`src/rtl/a26_paddle_pkg.sv`:
```
// Shared types and threshold helper for the TIA paddle pot responder.
// Optional position filter is enabled by defining PADDLE_LPF_EN.
package a26_paddle_pkg;

  typedef enum logic [1:0] {
    POT_DUMPED,
    POT_CHARGING,
    POT_CHARGED
  } pot_state_t;

  localparam int unsigned CNT_W_DEF = 10;

  function automatic logic [31:0] pot_thr(
    input logic [7:0]  pos,
    input int unsigned min,
    input int unsigned num,
    input int unsigned shift,
    input int unsigned cw
  );
    logic [31:0] raw;
    logic [31:0] lim;
    raw = min + ((32'(pos) * num) >> shift);
    lim = (32'd1 << cw) - 32'd1;
    return (raw > lim) ? lim : raw;
  endfunction

endpackage

```
`src/rtl/a26_paddle_channel.sv`:
```
// One pot channel: dump/charge FSM, line counter and latched threshold.
// PADDLE_LPF_EN adds a per-channel position low-pass filter.
module a26_paddle_channel
  import a26_paddle_pkg::*;
#(
  parameter int unsigned MIN_LINES   = 2,
  parameter int unsigned SCALE_NUM   = 3,
  parameter int unsigned SCALE_SHIFT = 1,
  parameter int unsigned CNT_W       = CNT_W_DEF
) (
  input  logic       clk,
  input  logic       reset,
  input  logic       ce_line,
  input  logic       dump,
  input  logic [7:0] pos,
  output logic       pad_out
);

  localparam logic [CNT_W-1:0] CNT_MAX = '1;

  pot_state_t       state_q, state_d;
  logic [CNT_W-1:0] cnt_q, cnt_d;
  logic [CNT_W-1:0] thr_q, thr_d;
  logic             pad_q, pad_d;
  logic [CNT_W-1:0] cnt_inc;
  logic [CNT_W-1:0] thr_new;
  logic [7:0]       thr_pos;

`ifdef PADDLE_LPF_EN
  logic [7:0]        filt_q, filt_d;
  logic [7:0]        filt_new;
  logic signed [8:0] diff;
  logic signed [8:0] step;

  // Move the filter a quarter of the way toward the live position
  always_comb begin
    diff     = $signed({1'b0, pos}) - $signed({1'b0, filt_q});
    step     = diff >>> 2;
    filt_new = filt_q + 8'(step);
    thr_pos  = filt_new;
  end
`else
  assign thr_pos = pos;
`endif

  assign cnt_inc = (cnt_q == CNT_MAX) ? cnt_q : cnt_q + 1'b1;
  assign thr_new = CNT_W'(pot_thr(thr_pos, MIN_LINES, SCALE_NUM,
                                  SCALE_SHIFT, CNT_W));

  // Next-state: dump overrides everything, else charge per scanline
  always_comb begin
    state_d = state_q;
    cnt_d   = cnt_q;
    thr_d   = thr_q;
    pad_d   = pad_q;
`ifdef PADDLE_LPF_EN
    filt_d  = filt_q;
`endif
    if (dump) begin
      state_d = POT_DUMPED;
      cnt_d   = '0;
      pad_d   = 1'b0;
    end else begin
      unique case (state_q)
        POT_DUMPED: begin
          state_d = POT_CHARGING;
          cnt_d   = '0;
          pad_d   = 1'b0;
          thr_d   = thr_new;
`ifdef PADDLE_LPF_EN
          filt_d  = filt_new;
`endif
        end
        POT_CHARGING: begin
          if (ce_line) begin
            cnt_d = cnt_inc;
            if (cnt_inc >= thr_q) begin
              state_d = POT_CHARGED;
              pad_d   = 1'b1;
            end
          end
        end
        POT_CHARGED: pad_d = 1'b1;
        default: begin
          state_d = POT_DUMPED;
          cnt_d   = '0;
          pad_d   = 1'b0;
        end
      endcase
    end
  end

  // Channel state registers
  always_ff @(posedge clk) begin
    if (reset) begin
      state_q <= POT_DUMPED;
      cnt_q   <= '0;
      thr_q   <= '0;
      pad_q   <= 1'b0;
`ifdef PADDLE_LPF_EN
      filt_q  <= '0;
`endif
    end else begin
      state_q <= state_d;
      cnt_q   <= cnt_d;
      thr_q   <= thr_d;
      pad_q   <= pad_d;
`ifdef PADDLE_LPF_EN
      filt_q  <= filt_d;
`endif
    end
  end

  assign pad_out = pad_q;

endmodule

```
`src/rtl/a26_paddle_pot.sv`:
```
// TIA paddle pot responder: NUM_PADS independent RC-pot emulators.
// Define PADDLE_LPF_EN to low-pass filter each paddle position.
module a26_paddle_pot
  import a26_paddle_pkg::*;
#(
  parameter int unsigned NUM_PADS    = 4,
  parameter int unsigned MIN_LINES   = 2,
  parameter int unsigned SCALE_NUM   = 3,
  parameter int unsigned SCALE_SHIFT = 1,
  parameter int unsigned CNT_W       = CNT_W_DEF
) (
  input  logic                  clk,
  input  logic                  reset,
  input  logic                  ce_line,
  input  logic                  dump,
  input  logic [NUM_PADS*8-1:0] pos,
  output logic [NUM_PADS-1:0]   pad_out
);

  for (genvar i = 0; i < NUM_PADS; i++) begin : g_ch
    a26_paddle_channel #(
      .MIN_LINES  (MIN_LINES),
      .SCALE_NUM  (SCALE_NUM),
      .SCALE_SHIFT(SCALE_SHIFT),
      .CNT_W      (CNT_W)
    ) u_ch (
      .clk    (clk),
      .reset  (reset),
      .ce_line(ce_line),
      .dump   (dump),
      .pos    (pos[8*i +: 8]),
      .pad_out(pad_out[i])
    );
  end

endmodule

```
`config.mk`:
```
export PLATFORM = sky130hd
export DESIGN_NAME = a26_paddle_pot
export DESIGN_NICKNAME = d
export VERILOG_FILES = /design/src/rtl/a26_paddle_pkg.sv /design/src/rtl/a26_paddle_channel.sv /design/src/rtl/a26_paddle_pot.sv
export SDC_FILE = /design/constraint.sdc
export NUM_CORES = 1
export LEC_CHECK = 0
export ABC_AREA = 1
export BUFFER_PORTS_ARGS = -buffer_cell sky130_fd_sc_hd__buf_2
export CORE_MARGIN = 2
export CORE_UTILIZATION = 63
export DETAILED_ROUTE_END_ITERATION = 8
export GPL_TIMING_DRIVEN = 0
export PLACE_DENSITY = 0.92
export SKIP_LAST_GASP = 1
export SYNTH_ARGS = -nofsm -noshare
export SYNTH_HDL_FRONTEND = slang
export SYNTH_SLANG_ARGS = --single-unit
```
`constraint.sdc`:
```
create_clock -name clk -period 2.8 [get_ports clk]
set_input_delay 0.28 -clock clk [delete_from_list [all_inputs] [get_ports clk]]
set_output_delay 0.28 -clock clk [all_outputs]
set_load 0.1 [all_outputs]
```
==> results of run 1 <==
-- per-layer routing --
layer,vias to the layer above,share of wire
met4,0,0.043
met1,3628,0.40
met5,-,0
li1,3902,-
met3,90,0.064
met2,350,0.49
-- cell type report --
type	instances	area (sq um)	share of cell area
Buffer	21	116	0.0133
Timing Repair Buffer	55	315	0.0361
Tap cell	147	184	0.0211
Clock buffer	11	253	0.0289
Multi-Input combinational cell	885	5300	0.607
Clock inverter	4	48.8	0.00559
Inverter	172	646	0.0739
Sequential cell	92	1870	0.214
-- worst max-delay path: cells and delay by family, from the launching register on --
family | cells | cell delay (ns)
simple gates | 13 | 1.58
fa+ha+maj | 2 | 0.43
flops | 1 | 0.38
buf+inv | 2 | 0.30
compound gates | 1 | 0.06
-- kinds of logic (layout without fill, tap and decap cells) --
family | Yosys count | after routing | synth area share
fa+ha+maj | 104 | 104 | 0.175
compound gates | 186 | 186 | 0.127
simple gates | 559 | 559 | 0.313
xor+xnor | 36 | 36 | 0.0415
buf+inv | 193 | 263 | 0.100
flops | 92 | 92 | 0.243
-- Yosys cell counts (all sizes together) --
cell type and count:
a21oi 130, a31oi 1, buf 8, clkbuf 13, clkinv 8, dfxtp 92, fa 4, ha 100
inv 164, nand2 340, nand3 79, nand3b 9, nand4 17, nor2 93, nor3 13, nor4 3
o211ai 6, o21a 1, o21ai 48, or2 5, xnor2 11, xor2 25
-- worst paths after layout --
check	startpoint	endpoint	slack, ns
worst max register to register	g_ch[0].u_ch.cnt_q[1]	g_ch[0].u_ch.state_q[1]	-0.08
worst max-delay path	g_ch[0].u_ch.cnt_q[1]	g_ch[0].u_ch.state_q[1]	-0.08
worst min-delay path	dump	g_ch[2].u_ch.pad_out	0.28
worst min register to register	g_ch[3].u_ch.thr_q[9]	g_ch[3].u_ch.thr_q[9]	0.47
-- registers in the layout, indices dropped and copies added (netlist names) --
name and count:
g_ch.u_ch.cnt_q 40, g_ch.u_ch.thr_q 40, g_ch.u_ch.state_q 8, g_ch.u_ch.pad_out 4
-- where the power goes --
group	internal [uW]	switching, uW	total, uW
sequential	1380	33.3	1410
clock	735	539	1270
combinational	368	706	1070
total	2480	1280	3760
-- timing repair --
action / CTS / global route
resized for setup: 10 / 67
setup buffers: 2 / 13
endpoints found under the setup margin: 10 / 12
pin swaps: 5 / 32
gates cloned: 0 / 2
-- per-stage QoR --
| stage | setup WS [ns] | power (uW) | hold WS, ns | area [sq um] | std cells |
|---|---|---|---|---|---|
| finish | -0.0764 | 3760 | 0.281 | 8730 | 1387 |
| global placement | 0.0362 | 2390 | 0.453 | 7960 | 1355 |
| global route | -0.179 | 3960 | 0.331 | 8730 | 1387 |
| CTS | -0.00328 | 3680 | 0.286 | 8300 | 1372 |
| floorplan | 0.324 | 2190 | 0.435 | 7590 | 1170 |
| detailed placement | -0.0776 | 2430 | 0.458 | 7960 | 1355 |
==> run metrics, run 1 <==
Area Overhead vs Synth=15.1%; nets=1376; Inserted Clock Buffers=9; initial antenna violation count=0; Ant. Diodes=0; # clock sinks=92; met3 GRT Util=0.0308; Leak=0.00431 uW; port bufs=38; residual DRC count=0; routed len/inst=14.6 um; Synth warnings=0; hpwl dp=13400 um; RSZ-0062 raised after global routing=true; min Tclk post-route=2.88 ns; final worst setup slack=-0.0764 ns; first-pass GRT wire length=29500 um; die area=0.0129 sq mm; DRT antenna net count=0; Clock Latency Late Sink=0.36 ns; Iteration-0 DRC Markers=705; Synth top area share=0.243; Die Height=114 um; Hold Path Class=in -> reg; largest net degree at the start of global routing=15; slowest stage delay, CP=0.38 ns; status=finished with violations; CTS clk-pin slew, worst paths=0.07 ns; clk buf depth=2; worst-margin pin slew=0.792 ns; Final Setup Violations=3; via count=7970; vias in the first global route=6951; maximum vdd ir drop=0.315 mV; die width=114 um; setup TNS=-0.137 ns; hold depth=4; Worst Skew=0.00794 ns; hold_buf cts=0; Yosys reg bits=92; CTS Root Cell=clkbuf_16; violated checks=setup timing; Startpoint Class=flop; CTS tree=built; Final Hold Vio Count=0; I/O Pins=40; Mean Syn Cell Area=6.49 sq um; M1 GR Usage=0.328; routability cong.=0.917; top post-synthesis cells by area=dfxtp_1, ha_1, nand2_1; Fill cells=903; Core Box Area=0.0119 sq mm; Max-Cap Viols=0; worst reg-to-reg path cell count=18; Util after Layout=0.736; H-tree levels=3; number of iterations in the first detailed-routing pass=8; All-Layer GR Usage=0.275; Worst path slowest cell=dfxtp_4; crit path DAT=3.10 ns; proportion of layout cells with a drive suffix above 1=0.123; fmax=0.348 GHz; Mapped Cells=1170; PD cells=431 mW/mm^2; Slew Limit Fails=0; Top Usage Layer GRT=met2; net count after synthesis=1310; # rows=40; largest area contributor in the netlist=dfxtp_1; most common cell after layout, fill and taps aside=nand2_1; vias per cell=5.75; worst setup path class=reg -> reg; Critical Path RT=3.02 ns; initial core utilization=0.640; mapped cell area=0.00759 sq mm; most frequent cells in the layout=nand2_1, inv_1, a21oi_1; grt met2 use=0.494; Worst Path Max Fanout=5; Slew Limit Headroom=0.472; worst path cell trace=ha_4, nand2_4, nor3_4, nand2_2, nor2_4, nand3_4, buf_6, buf_4, nand2_2, nand2_2, ha_4, nand2_1, nor2_1, nand4_1, nand4_1, nand2_1, nand2_1, a21oi_1; total wire length=20200 um; Seq/Total Area, Yosys=0.243; fin crit share=1.03; GRT overflow=0; Critical Path Sink Type=flop; synth unique cells=33
(Power assumes the default switching activity.)
==> run 2, diff against run 1 <==
- BUFFER_PORTS_ARGS: -buffer_cell sky130_fd_sc_hd__buf_2 -> -buffer_cell sky130_fd_sc_hd__buf_4
==> run metrics, run 2 (synthesized netlist as in run 1, its figures left out) <==
status=finished with violations; violated checks=DRC, setup timing; fin crit share=1.03; CTS Root Cell=clkbuf_16; GRT overflow=0; Slew Limit Fails=0; I/O Pins=40; Worst Path Max Fanout=5; via count=8154; Util after Layout=0.746; vias per cell=5.86; Worst path slowest cell=dfxtp_1; nets=1379; Die Height=114 um; share of power burned in combinational logic=0.294; worst setup path class=reg -> reg; maximum vdd ir drop=0.301 mV; DRT antenna net count=0; Core Box Area=0.0119 sq mm; Iteration-0 DRC Markers=997; CTS tree=built; biggest regs=g_ch.u_ch.cnt_q x40, g_ch.u_ch.thr_q x40, g_ch.u_ch.state_q x8; Max-Cap Viols=0; die area=0.0129 sq mm; Clock Latency Late Sink=0.36 ns; worst-margin pin slew=0.790 ns; placed insts=1355; final worst setup slack=-0.0762 ns; routability cong.=0.916; number of iterations in the first detailed-routing pass=9; worst hold margin=0.278 ns; fmax=0.348 GHz; Fill cells=822; vias in the first global route=7238; port bufs=38; proportion of layout cells with a drive suffix above 1=0.131; Worst Skew=0.00778 ns; Final Setup Violations=4; Power Total=3760 uW; Area Overhead vs Synth=16.6%; H-tree levels=3; largest net degree at the start of global routing=16; clk buf depth=2; final non-filler cell total=1391; most used cell, CP=nand2_1; Int Power=2460 uW; Hold Path Class=in -> reg; register share of total power=0.376; Ant. Diodes=0; initial core utilization=0.640; routed len/inst=15.0 um; share of total power in the clock network=0.329; Sw Share=0.345; residual DRC count=2; Inserted Clock Buffers=9; Critical Path RT=3.09 ns; most common cell after layout, fill and taps aside=nand2_1; Final Hold Vio Count=0; RSZ-0062 raised after global routing=true; first-pass GRT wire length=30400 um; Leak=0.00433 uW; CTS clk-pin slew, worst paths=0.07 ns; initial antenna violation count=0; hold_buf cts=0; Critical Path Sink Type=flop; die width=114 um; Crit path buffers/inverters=0; Slew Limit Headroom=0.473; Switching Power=1300 uW; PD cells=424 mW/mm^2; most frequent cells in the layout=nand2_1, inv_1, a21oi_1; # clock sinks=92; kind of cell adding the most delay to the critical path=simple AND/OR/NAND/NOR gates; slowest stage delay, CP=0.43 ns; worst path cell trace=nand2_1, nor4_2, xor2_1, nand2_1, ha_4, a21oi_2, o21ai_2, a21oi_2, nand4_1, nand2_1, nand2_1, a21oi_2; hpwl dp=13300 um; setup TNS=-0.156 ns; Startpoint Class=flop; total wire length=20800 um; crit path DAT=3.16 ns; # rows=40; min Tclk post-route=2.88 ns; All-Layer GR Usage=0.284
## run 2: changes by cell type in the layout (fill, tap and decap cells not counted), moves of 2 or more
cell and change:
nand2_1 -2, buf_2 -38, buf_4 +40, clkbuf_8 -2, dfxtp_1 -2, o21ai_2 +2, nand2_2 +3, clkinvlp_4 +4
dfxtp_2 +2, a21oi_1 -3, a21oi_2 +3
## run 2: cell type report
type / instances / area [sq um] / share of cell area
tap: 147 / 184 / 0.0208
multi-input combinational: 885 / 5310 / 0.599
inverter: 172 / 646 / 0.0729
timing repair buffer: 58 / 437 / 0.0493
sequential: 92 / 1870 / 0.211
buffer: 21 / 116 / 0.0131
clock buffer: 10 / 229 / 0.0259
clock inverter: 6 / 65.1 / 0.00735
## run 2: stage by stage
step	cell area (sq um)	setup WS (ns)
finish	8850	-0.0762
global route	8850	-0.175
CTS	8420	-0.00397
detailed placement	8060	-0.0678
global placement	8060	0.0376
floorplan	7590	0.324
## run 2: power by group through the flow
stage / combinational (uW) / clock, uW / sequential (uW)
3_3_place_gp: 962 / 0 / 1440
4_1_cts: 1020 / 1220 / 1410
3_5_place_dp: 1000 / 0 / 1440
6_report: 1110 / 1240 / 1410
5_1_grt: 1240 / 1290 / 1420
2_1_floorplan: 759 / 0 / 1440
## run 2: worst reg2reg max path, cell delays in order (launching register included)
cell and delay [ns]:
dfxtp_1 0.43, nand2_1 0.17, nor4_2 0.28, xor2_1 0.33
nand2_1 0.25, ha_4 0.29, a21oi_2 0.20, o21ai_2 0.10
a21oi_2 0.16, nand4_1 0.24, nand2_1 0.17, nand2_1 0.08
a21oi_2 0.12
## run 2: timing repair
action,CTS,global route
hold endpoints to repair,0,0
pin swaps,10,29
gates resized for setup,20,67
setup buffers,2,15
endpoints found under the setup margin,8,12
gates cloned,0,3
## run 2: metal layers
layer	wire length, um	GRT usage	up-vias
met2	9990	0.517	437
met3	1610	0.0351	121
li1	-	-	3923
met1	8040	0.329	3673
met4	1160	0.139	0
met5	0	0	-
## run 2: worst paths after layout
kind,cells after the start,end,slack [ns],from
worst min register to register,2,g_ch[3].u_ch.thr_q[9],0.47,g_ch[3].u_ch.thr_q[9]
worst max-delay path,12,g_ch[2].u_ch.state_q[1],-0.08,g_ch[2].u_ch.cnt_q[2]
worst min-delay path,4,g_ch[2].u_ch.pad_out,0.28,dump
worst max register to register,12,g_ch[2].u_ch.state_q[1],-0.08,g_ch[2].u_ch.cnt_q[2]
